**config.mk**
```make
export PLATFORM = sky130hd
export DESIGN_NAME = pipe_hazard_fsm_flat
export DESIGN_NICKNAME = d
export VERILOG_FILES = /design/src/rtl/pipe_hazard_fsm_if.sv /design/src/rtl/pipe_hazard_fsm.sv /design/src/flat_wrapper.sv
export SDC_FILE = /design/constraint.sdc
export NUM_CORES = 1
export LEC_CHECK = 0
export BUFFER_PORTS_ARGS = -buffer_cell sky130_fd_sc_hd__buf_2
export CORE_MARGIN = 8
export CORE_UTILIZATION = 30
export DETAILED_ROUTE_END_ITERATION = 8
export PLACE_DENSITY = 0.67
export SKIP_LAST_GASP = 1
export SLEW_MARGIN = 20
export SYNTH_ARGS = -nofsm -noshare
export SYNTH_HDL_FRONTEND = slang
export SYNTH_SLANG_ARGS = --single-unit
```
**constraint.sdc**
```tcl
create_clock -name clk -period 1.2 [get_ports clk]
set_input_delay 0 -clock clk [delete_from_list [all_inputs] [get_ports clk]]
set_output_delay 0 -clock clk [all_outputs]
set_load 0.02 [all_outputs]
```
**src/rtl/pipe_hazard_fsm_if.sv**
```systemverilog
// pipe_hazard_fsm_if: hazard-unit bundle; master = pipeline/decoder side, slave = hazard sequencer
interface pipe_hazard_fsm_if #(
    parameter int REG_AW = 5
);
    logic [REG_AW-1:0] id_rs, id_rt, exe_wa, mem_wa;
    logic id_rs_used, id_rt_used, id_is_store;
    logic exe_wen, mem_wen, exe_is_load, mem_is_load;
    logic mem_req, dmem_ack, trap_req;
    logic [1:0] fwd_a, fwd_b;
    logic fwd_m;
    logic if_en, id_en, exe_en, mem_en, wb_en;
    logic if_rst, id_rst, exe_rst, mem_rst, wb_rst;
    logic trap_redirect, trap_ack, mem_timeout;
    modport master (
        output id_rs, id_rt, id_rs_used, id_rt_used, id_is_store, exe_wa, mem_wa,
               exe_wen, mem_wen, exe_is_load, mem_is_load, mem_req, dmem_ack, trap_req,
        input  fwd_a, fwd_b, fwd_m, if_en, id_en, exe_en, mem_en, wb_en,
               if_rst, id_rst, exe_rst, mem_rst, wb_rst, trap_redirect, trap_ack, mem_timeout
    );
    modport slave (
        input  id_rs, id_rt, id_rs_used, id_rt_used, id_is_store, exe_wa, mem_wa,
               exe_wen, mem_wen, exe_is_load, mem_is_load, mem_req, dmem_ack, trap_req,
        output fwd_a, fwd_b, fwd_m, if_en, id_en, exe_en, mem_en, wb_en,
               if_rst, id_rst, exe_rst, mem_rst, wb_rst, trap_redirect, trap_ack, mem_timeout
    );
endinterface

```
**src/rtl/pipe_hazard_fsm.sv**
```systemverilog
// pipe_hazard_fsm: forwarding, load-use, dmem-wait and trap sequencer; HAZARD_PERF_EN adds perf counters
module pipe_hazard_fsm #(
    parameter int REG_AW = 5,
    parameter int TIMEOUT_W = 4,
    parameter int TIMEOUT_MAX = 15
`ifdef HAZARD_PERF_EN
    , parameter int PERF_W = 32
`endif
) (
    input  logic clk,
    input  logic rst,
    pipe_hazard_fsm_if.slave hz
`ifdef HAZARD_PERF_EN
    , output logic [PERF_W-1:0] perf_lu_stall_o,
    output logic [PERF_W-1:0] perf_mem_stall_o,
    output logic [PERF_W-1:0] perf_traps_o
`endif
);
    typedef enum logic [1:0] {RUN, MWAIT, TRAP} state_e;
    state_e state_q, state_d;
    logic [TIMEOUT_W-1:0] cnt_q, cnt_d;
    logic trap_pend_q, trap_pend_d;
    logic exe_ok, mem_ok, exe_rs, exe_rt, mem_rs, mem_rt, load_use;
    assign exe_ok = hz.exe_wen && hz.exe_wa != REG_AW'(0);
    assign mem_ok = hz.mem_wen && hz.mem_wa != REG_AW'(0);
    assign exe_rs = exe_ok && hz.exe_wa == hz.id_rs;
    assign exe_rt = exe_ok && hz.exe_wa == hz.id_rt;
    assign mem_rs = mem_ok && hz.mem_wa == hz.id_rs;
    assign mem_rt = mem_ok && hz.mem_wa == hz.id_rt;
    assign load_use = hz.exe_is_load && ((hz.id_rs_used && exe_rs) || (hz.id_rt_used && exe_rt && !hz.id_is_store));
    always_comb begin
        hz.fwd_a = rst ? 2'd0 : exe_rs ? 2'd1 : mem_rs ? (hz.mem_is_load ? 2'd3 : 2'd2) : 2'd0;
        hz.fwd_b = rst ? 2'd0 : exe_rt ? 2'd1 : mem_rt ? (hz.mem_is_load ? 2'd3 : 2'd2) : 2'd0;
        hz.fwd_m = !rst && hz.exe_is_load && exe_rt && hz.id_is_store && hz.id_rt_used;
    end
    always_ff @(posedge clk) begin
        state_q <= rst ? RUN : state_d;
        cnt_q <= rst ? '0 : cnt_d;
        trap_pend_q <= rst ? 1'b0 : trap_pend_d;
    end
    always_comb begin
        state_d = state_q;
        cnt_d = cnt_q;
        trap_pend_d = trap_pend_q;
        {hz.if_en, hz.id_en, hz.exe_en, hz.mem_en, hz.wb_en} = '1;
        {hz.if_rst, hz.id_rst, hz.exe_rst, hz.mem_rst, hz.wb_rst} = '0;
        hz.trap_redirect = 1'b0;
        hz.trap_ack = 1'b0;
        hz.mem_timeout = 1'b0;
        if (rst) begin
            {hz.if_rst, hz.id_rst, hz.exe_rst, hz.mem_rst, hz.wb_rst} = '1;
        end else begin
            case (state_q)
                RUN: begin
                    if (trap_pend_q || hz.trap_req) begin
                        {hz.id_rst, hz.exe_rst, hz.mem_rst} = '1;
                        hz.trap_redirect = 1'b1;
                        hz.trap_ack = 1'b1;
                        trap_pend_d = 1'b0;
                        state_d = TRAP;
                    end else if (hz.mem_req && !hz.dmem_ack) begin
                        {hz.if_en, hz.id_en, hz.exe_en, hz.mem_en} = '0;
                        hz.wb_rst = 1'b1;
                        cnt_d = TIMEOUT_W'(1);
                        state_d = MWAIT;
                    end else if (load_use) begin
                        {hz.if_en, hz.id_en} = '0;
                        hz.exe_rst = 1'b1;
                    end
                end
                MWAIT: begin
                    // a trap arriving mid-wait is held until the pipeline is released
                    trap_pend_d = trap_pend_q || hz.trap_req;
                    if (hz.dmem_ack) begin
                        cnt_d = '0;
                        state_d = RUN;
                    end else begin
                        {hz.if_en, hz.id_en, hz.exe_en, hz.mem_en} = '0;
                        hz.wb_rst = 1'b1;
                        if (cnt_q == TIMEOUT_W'(TIMEOUT_MAX)) begin
                            hz.mem_timeout = 1'b1;
                            trap_pend_d = 1'b1;
                            cnt_d = '0;
                            state_d = RUN;
                        end else begin
                            cnt_d = cnt_q + TIMEOUT_W'(1);
                        end
                    end
                end
                default: state_d = RUN;
            endcase
        end
    end
`ifdef HAZARD_PERF_EN
    always_ff @(posedge clk) begin
        if (rst) begin
            perf_lu_stall_o <= '0;
            perf_mem_stall_o <= '0;
            perf_traps_o <= '0;
        end else begin
            if (!hz.id_en && hz.exe_en && !(&perf_lu_stall_o)) perf_lu_stall_o <= perf_lu_stall_o + PERF_W'(1);
            if (state_q == MWAIT && !(&perf_mem_stall_o)) perf_mem_stall_o <= perf_mem_stall_o + PERF_W'(1);
            if (hz.trap_ack && !(&perf_traps_o)) perf_traps_o <= perf_traps_o + PERF_W'(1);
        end
    end
`endif
endmodule
```
**src/flat_wrapper.sv**
```systemverilog
// flat-port wrapper written by rule: the top's interface ports become plain ports
module pipe_hazard_fsm_flat 
#(
    parameter int REG_AW = 5,
    parameter int TIMEOUT_W = 4,
    parameter int TIMEOUT_MAX = 15

)
  (clk, rst, hz_id_rs, hz_id_rt, hz_id_rs_used, hz_id_rt_used, hz_id_is_store, hz_exe_wa, hz_mem_wa, hz_exe_wen, hz_mem_wen, hz_exe_is_load, hz_mem_is_load, hz_mem_req, hz_dmem_ack, hz_trap_req, hz_fwd_a, hz_fwd_b, hz_fwd_m, hz_if_en, hz_id_en, hz_exe_en, hz_mem_en, hz_wb_en, hz_if_rst, hz_id_rst, hz_exe_rst, hz_mem_rst, hz_wb_rst, hz_trap_redirect, hz_trap_ack, hz_mem_timeout);
  pipe_hazard_fsm_if #(.REG_AW(REG_AW)) hz_i ();
  input  logic clk;
  input  logic rst;
  input wire logic [$bits(hz_i.id_rs)-1:0] hz_id_rs;
  input wire logic [$bits(hz_i.id_rt)-1:0] hz_id_rt;
  input wire logic [$bits(hz_i.id_rs_used)-1:0] hz_id_rs_used;
  input wire logic [$bits(hz_i.id_rt_used)-1:0] hz_id_rt_used;
  input wire logic [$bits(hz_i.id_is_store)-1:0] hz_id_is_store;
  input wire logic [$bits(hz_i.exe_wa)-1:0] hz_exe_wa;
  input wire logic [$bits(hz_i.mem_wa)-1:0] hz_mem_wa;
  input wire logic [$bits(hz_i.exe_wen)-1:0] hz_exe_wen;
  input wire logic [$bits(hz_i.mem_wen)-1:0] hz_mem_wen;
  input wire logic [$bits(hz_i.exe_is_load)-1:0] hz_exe_is_load;
  input wire logic [$bits(hz_i.mem_is_load)-1:0] hz_mem_is_load;
  input wire logic [$bits(hz_i.mem_req)-1:0] hz_mem_req;
  input wire logic [$bits(hz_i.dmem_ack)-1:0] hz_dmem_ack;
  input wire logic [$bits(hz_i.trap_req)-1:0] hz_trap_req;
  output wire logic [$bits(hz_i.fwd_a)-1:0] hz_fwd_a;
  output wire logic [$bits(hz_i.fwd_b)-1:0] hz_fwd_b;
  output wire logic [$bits(hz_i.fwd_m)-1:0] hz_fwd_m;
  output wire logic [$bits(hz_i.if_en)-1:0] hz_if_en;
  output wire logic [$bits(hz_i.id_en)-1:0] hz_id_en;
  output wire logic [$bits(hz_i.exe_en)-1:0] hz_exe_en;
  output wire logic [$bits(hz_i.mem_en)-1:0] hz_mem_en;
  output wire logic [$bits(hz_i.wb_en)-1:0] hz_wb_en;
  output wire logic [$bits(hz_i.if_rst)-1:0] hz_if_rst;
  output wire logic [$bits(hz_i.id_rst)-1:0] hz_id_rst;
  output wire logic [$bits(hz_i.exe_rst)-1:0] hz_exe_rst;
  output wire logic [$bits(hz_i.mem_rst)-1:0] hz_mem_rst;
  output wire logic [$bits(hz_i.wb_rst)-1:0] hz_wb_rst;
  output wire logic [$bits(hz_i.trap_redirect)-1:0] hz_trap_redirect;
  output wire logic [$bits(hz_i.trap_ack)-1:0] hz_trap_ack;
  output wire logic [$bits(hz_i.mem_timeout)-1:0] hz_mem_timeout;
  assign hz_i.id_rs = hz_id_rs;
  assign hz_i.id_rt = hz_id_rt;
  assign hz_i.id_rs_used = hz_id_rs_used;
  assign hz_i.id_rt_used = hz_id_rt_used;
  assign hz_i.id_is_store = hz_id_is_store;
  assign hz_i.exe_wa = hz_exe_wa;
  assign hz_i.mem_wa = hz_mem_wa;
  assign hz_i.exe_wen = hz_exe_wen;
  assign hz_i.mem_wen = hz_mem_wen;
  assign hz_i.exe_is_load = hz_exe_is_load;
  assign hz_i.mem_is_load = hz_mem_is_load;
  assign hz_i.mem_req = hz_mem_req;
  assign hz_i.dmem_ack = hz_dmem_ack;
  assign hz_i.trap_req = hz_trap_req;
  assign hz_fwd_a = hz_i.fwd_a;
  assign hz_fwd_b = hz_i.fwd_b;
  assign hz_fwd_m = hz_i.fwd_m;
  assign hz_if_en = hz_i.if_en;
  assign hz_id_en = hz_i.id_en;
  assign hz_exe_en = hz_i.exe_en;
  assign hz_mem_en = hz_i.mem_en;
  assign hz_wb_en = hz_i.wb_en;
  assign hz_if_rst = hz_i.if_rst;
  assign hz_id_rst = hz_i.id_rst;
  assign hz_exe_rst = hz_i.exe_rst;
  assign hz_mem_rst = hz_i.mem_rst;
  assign hz_wb_rst = hz_i.wb_rst;
  assign hz_trap_redirect = hz_i.trap_redirect;
  assign hz_trap_ack = hz_i.trap_ack;
  assign hz_mem_timeout = hz_i.mem_timeout;
  pipe_hazard_fsm #(.REG_AW(REG_AW), .TIMEOUT_W(TIMEOUT_W), .TIMEOUT_MAX(TIMEOUT_MAX)) u_core (.clk(clk), .rst(rst), .hz(hz_i));
endmodule
```
==> metrics.txt <==
fmax a little over 700 MHz; vias in the first global route 1287; CP Cell Sequence buf_6 -> or4_4 -> o21ai_4 -> nor4b_2 -> o31ai_4 -> buf_6; largest net degree at the start of global routing 14; flops & latches, synth 7; critical path capture point type primary output; synth top area cells dfxtp_1 17%, xnor2_1 16%, buf_4 5.4%, nor4_1 5.2%, xor2_1 5.2%; Worst Setup SP hz_exe_wa[3]; worst path bufs/invs 2; layout cells sized above 1 70.3%; final max-slew violation count 0; Synth async-reset ratio 0%; CORE AREA 0.00271 sq mm; Largest delay share family, worst path simple AND/OR/NAND/NOR gates; clk buf depth 2; Yosys cell types 43; period utilization 116%; number of flops mapped to enable cells by yosys 0; CTS Hold Bufs 0; post-route core utilization roughly 65%; Crit path top cell by count buf_6; iteration-0 DRC count of the detailed router 14; cts bufs inserted 3; Cell Area, Placed 0.00130 sq mm; vias 1123; initial antenna violation count 0; Max stage delay on crit path 0.54 ns; DIE WIDTH a little under 70 microns; Hold Slack between 0.15 and 0.2 ns; Main synth FF type dfxtp_1; Critical Path Source Type input pin; cell row count 19; Tot Pwr approximately 0.98 mW; RSZ-0062 raised after global routing yes; GPL Wtd Cong 0.795; Max FO, Critical Path 6; Wirelength per Cell around 16 microns; status complete, but fails checks; maximum vdd drop between 0.5 and 0.6 mV; Comb pwr share between 50% and 60%; full die area 0.00474 sq mm; DRC Markers 0; Hold Fails Final Rpt 0; Least-Margin Pin Slew 0.531 ns; Total Routing Usage GR ~15%; Cell Pwr Density 558 mW/mm^2; worst r2r src u_core.trap_pend_q; sequential share of power approximately 26%; Lkg Pwr approximately 0.73 nW; Internal around 0.6 mW; num ports 50; clock share of power a little over a fifth; Worst-Skew Late Latency 0.25 ns; Sw Ratio about 37%; min-delay src rst; CTS tree built; number of port buffers 48; hpwl dp approximately 2600 microns; Sink Count 7; skew final 0.00599 ns; Final min period between 1 and 1.5 ns; Initial Util between 30% and 40%; post-route ant nets 0; sequential share of the synthesized area between 10% and 20%; ANT cells 0; final setup fails 20; H-tree Lvls 1; Hold Path Class in2reg; Crit Path Category in2out; Final TNS setup -1.99 ns; root buffer cell clkbuf_4; vias per inst approximately 5.2; Finished Cell Area ~0.0018 sq mm; Max-cap violations 0; Slew headroom 64.3%; Synth top area share approximately 17%; NetSw 0.358 mW; Pre-Repair DR Iteration Count 4; grt total ovfl 0; area added between synthesis and finish 109%; critical path's slowest cell or4_4; violated checks setup timing; min setup slack post-route -0.192 ns; cells after synthesis between 100 and 150; clock-pin transition on the worst setup and hold timing paths about 0.060 ns; worst path arrival time 1.39 ns; Syn Area/Cell between 7 and 8 sq um; die span in y a little under 70 microns; first-pass GRT wire length 5530 microns; Synth area leader dfxtp_1; yosys synthesis warning count 0; Layout Nets 219; WP data required roughly 1.2 ns; Cell Area, Synth approximately 840 sq um; Post-Route WL ~3400 microns; syn nets around 140
## cell usage after synthesis (2+ instances only)
cell     number
nor2_1        7
dfxtp_1       7
xor2_1        5
buf_4         6
nor2b_1       3
nand4_1       2
o31ai_1       2
inv_1         4
nor4_1        7
a211o_1       2
a22oi_1       2
nor3_1        3
a41o_1        2
nand2_1       6
a21oi_1       2
nand3_1       5
xnor2_1      15
## layer usage
layer / vias up / routed length [microns] / track usage (%) / part of all wire, %
li1: 550 / - / - / -
met4: 0 / 14 / 5.76 / 0.41
met1: 534 / 1340 / 16.7 / 39
met3: 2 / 206 / 3.39 / 6.0
met5: - / 0 / 0 / 0
met2: 37 / 1870 / 26.2 / 54
## cells in the final DEF, fill, tap and decap left out, types with 3 or more instances in the layout
cell,count
inv_1,4
buf_6,23
nand3_1,3
buf_4,27
nand2_1,5
nor4_2,3
nor4_1,3
nor2_1,4
buf_2,33
clkbuf_4,3
xnor2_1,14
nor2_4,3
dfxtp_4,3
xor2_1,5
## stage by stage
| stage | worst slack (ns) | std cells |
|---|---|---|
| final | -0.192 | 216 |
| after CTS | -0.175 | 211 |
| after global placement | -0.160 | 203 |
| after floorplan | -0.177 | 106 |
| after detailed placement | -0.176 | 203 |
| after global routing | -0.270 | 216 |
## flip-flops by register name, indices dropped and copies added (netlist names)
name	flops
u_core.cnt_q	4
u_core.state_q	2
u_core.trap_pend_q	1
## logic make-up after synthesis
| logic type | share of synthesized area, % |
|---|---|
| fa+ha+maj | 1.49 |
| compound gates | 20.7 |
| other cells | 0.447 |
| buf+inv | 8.21 |
| simple gates | 31.5 |
| xor+xnor | 20.9 |
| flops | 16.7 |
## layout make-up
class | instances | area (sq um)
clock inverter | 1 | 5.00
timing repair buffer | 83 | 627
multi-input combinational | 87 | 888
inverter | 4 | 15.0
sequential | 7 | 154
tap | 31 | 38.8
fill | 221 | 960
clock buffer | 3 | 22.5
## what timing repair did
item,in CTS,in global routing
gates resized for setup,57,28
pin swaps,14,17
setup buffers,4,6
hold endpoints to repair,0,0
setup endpoints to repair,21,22
## power groups by stage
stage,combinational (mW),sequential [mW],clock [mW]
6_report,0.511,0.251,0.214
5_1_grt,0.549,0.253,0.235
4_1_cts,0.459,0.252,0.225
3_5_place_dp,0.391,0.254,0
3_3_place_gp,0.381,0.253,0
2_1_floorplan,0.208,0.254,0
## worst min-delay path, stage by stage
cell    delay (ns)
buf_2         0.11
buf_4         0.24
nor2_1        0.06
## path summary, 6_finish.rpt
path | end | slack, ns | cells past startpoint
max | hz_if_en | -0.19 | 6
min | u_core.cnt_q[1] | 0.19 | 3
max reg2reg | u_core.cnt_q[0] | -0.10 | 4
min reg2reg | u_core.state_q[1] | 0.50 | 1
Note: power is estimated with default switching activity, not from simulation.
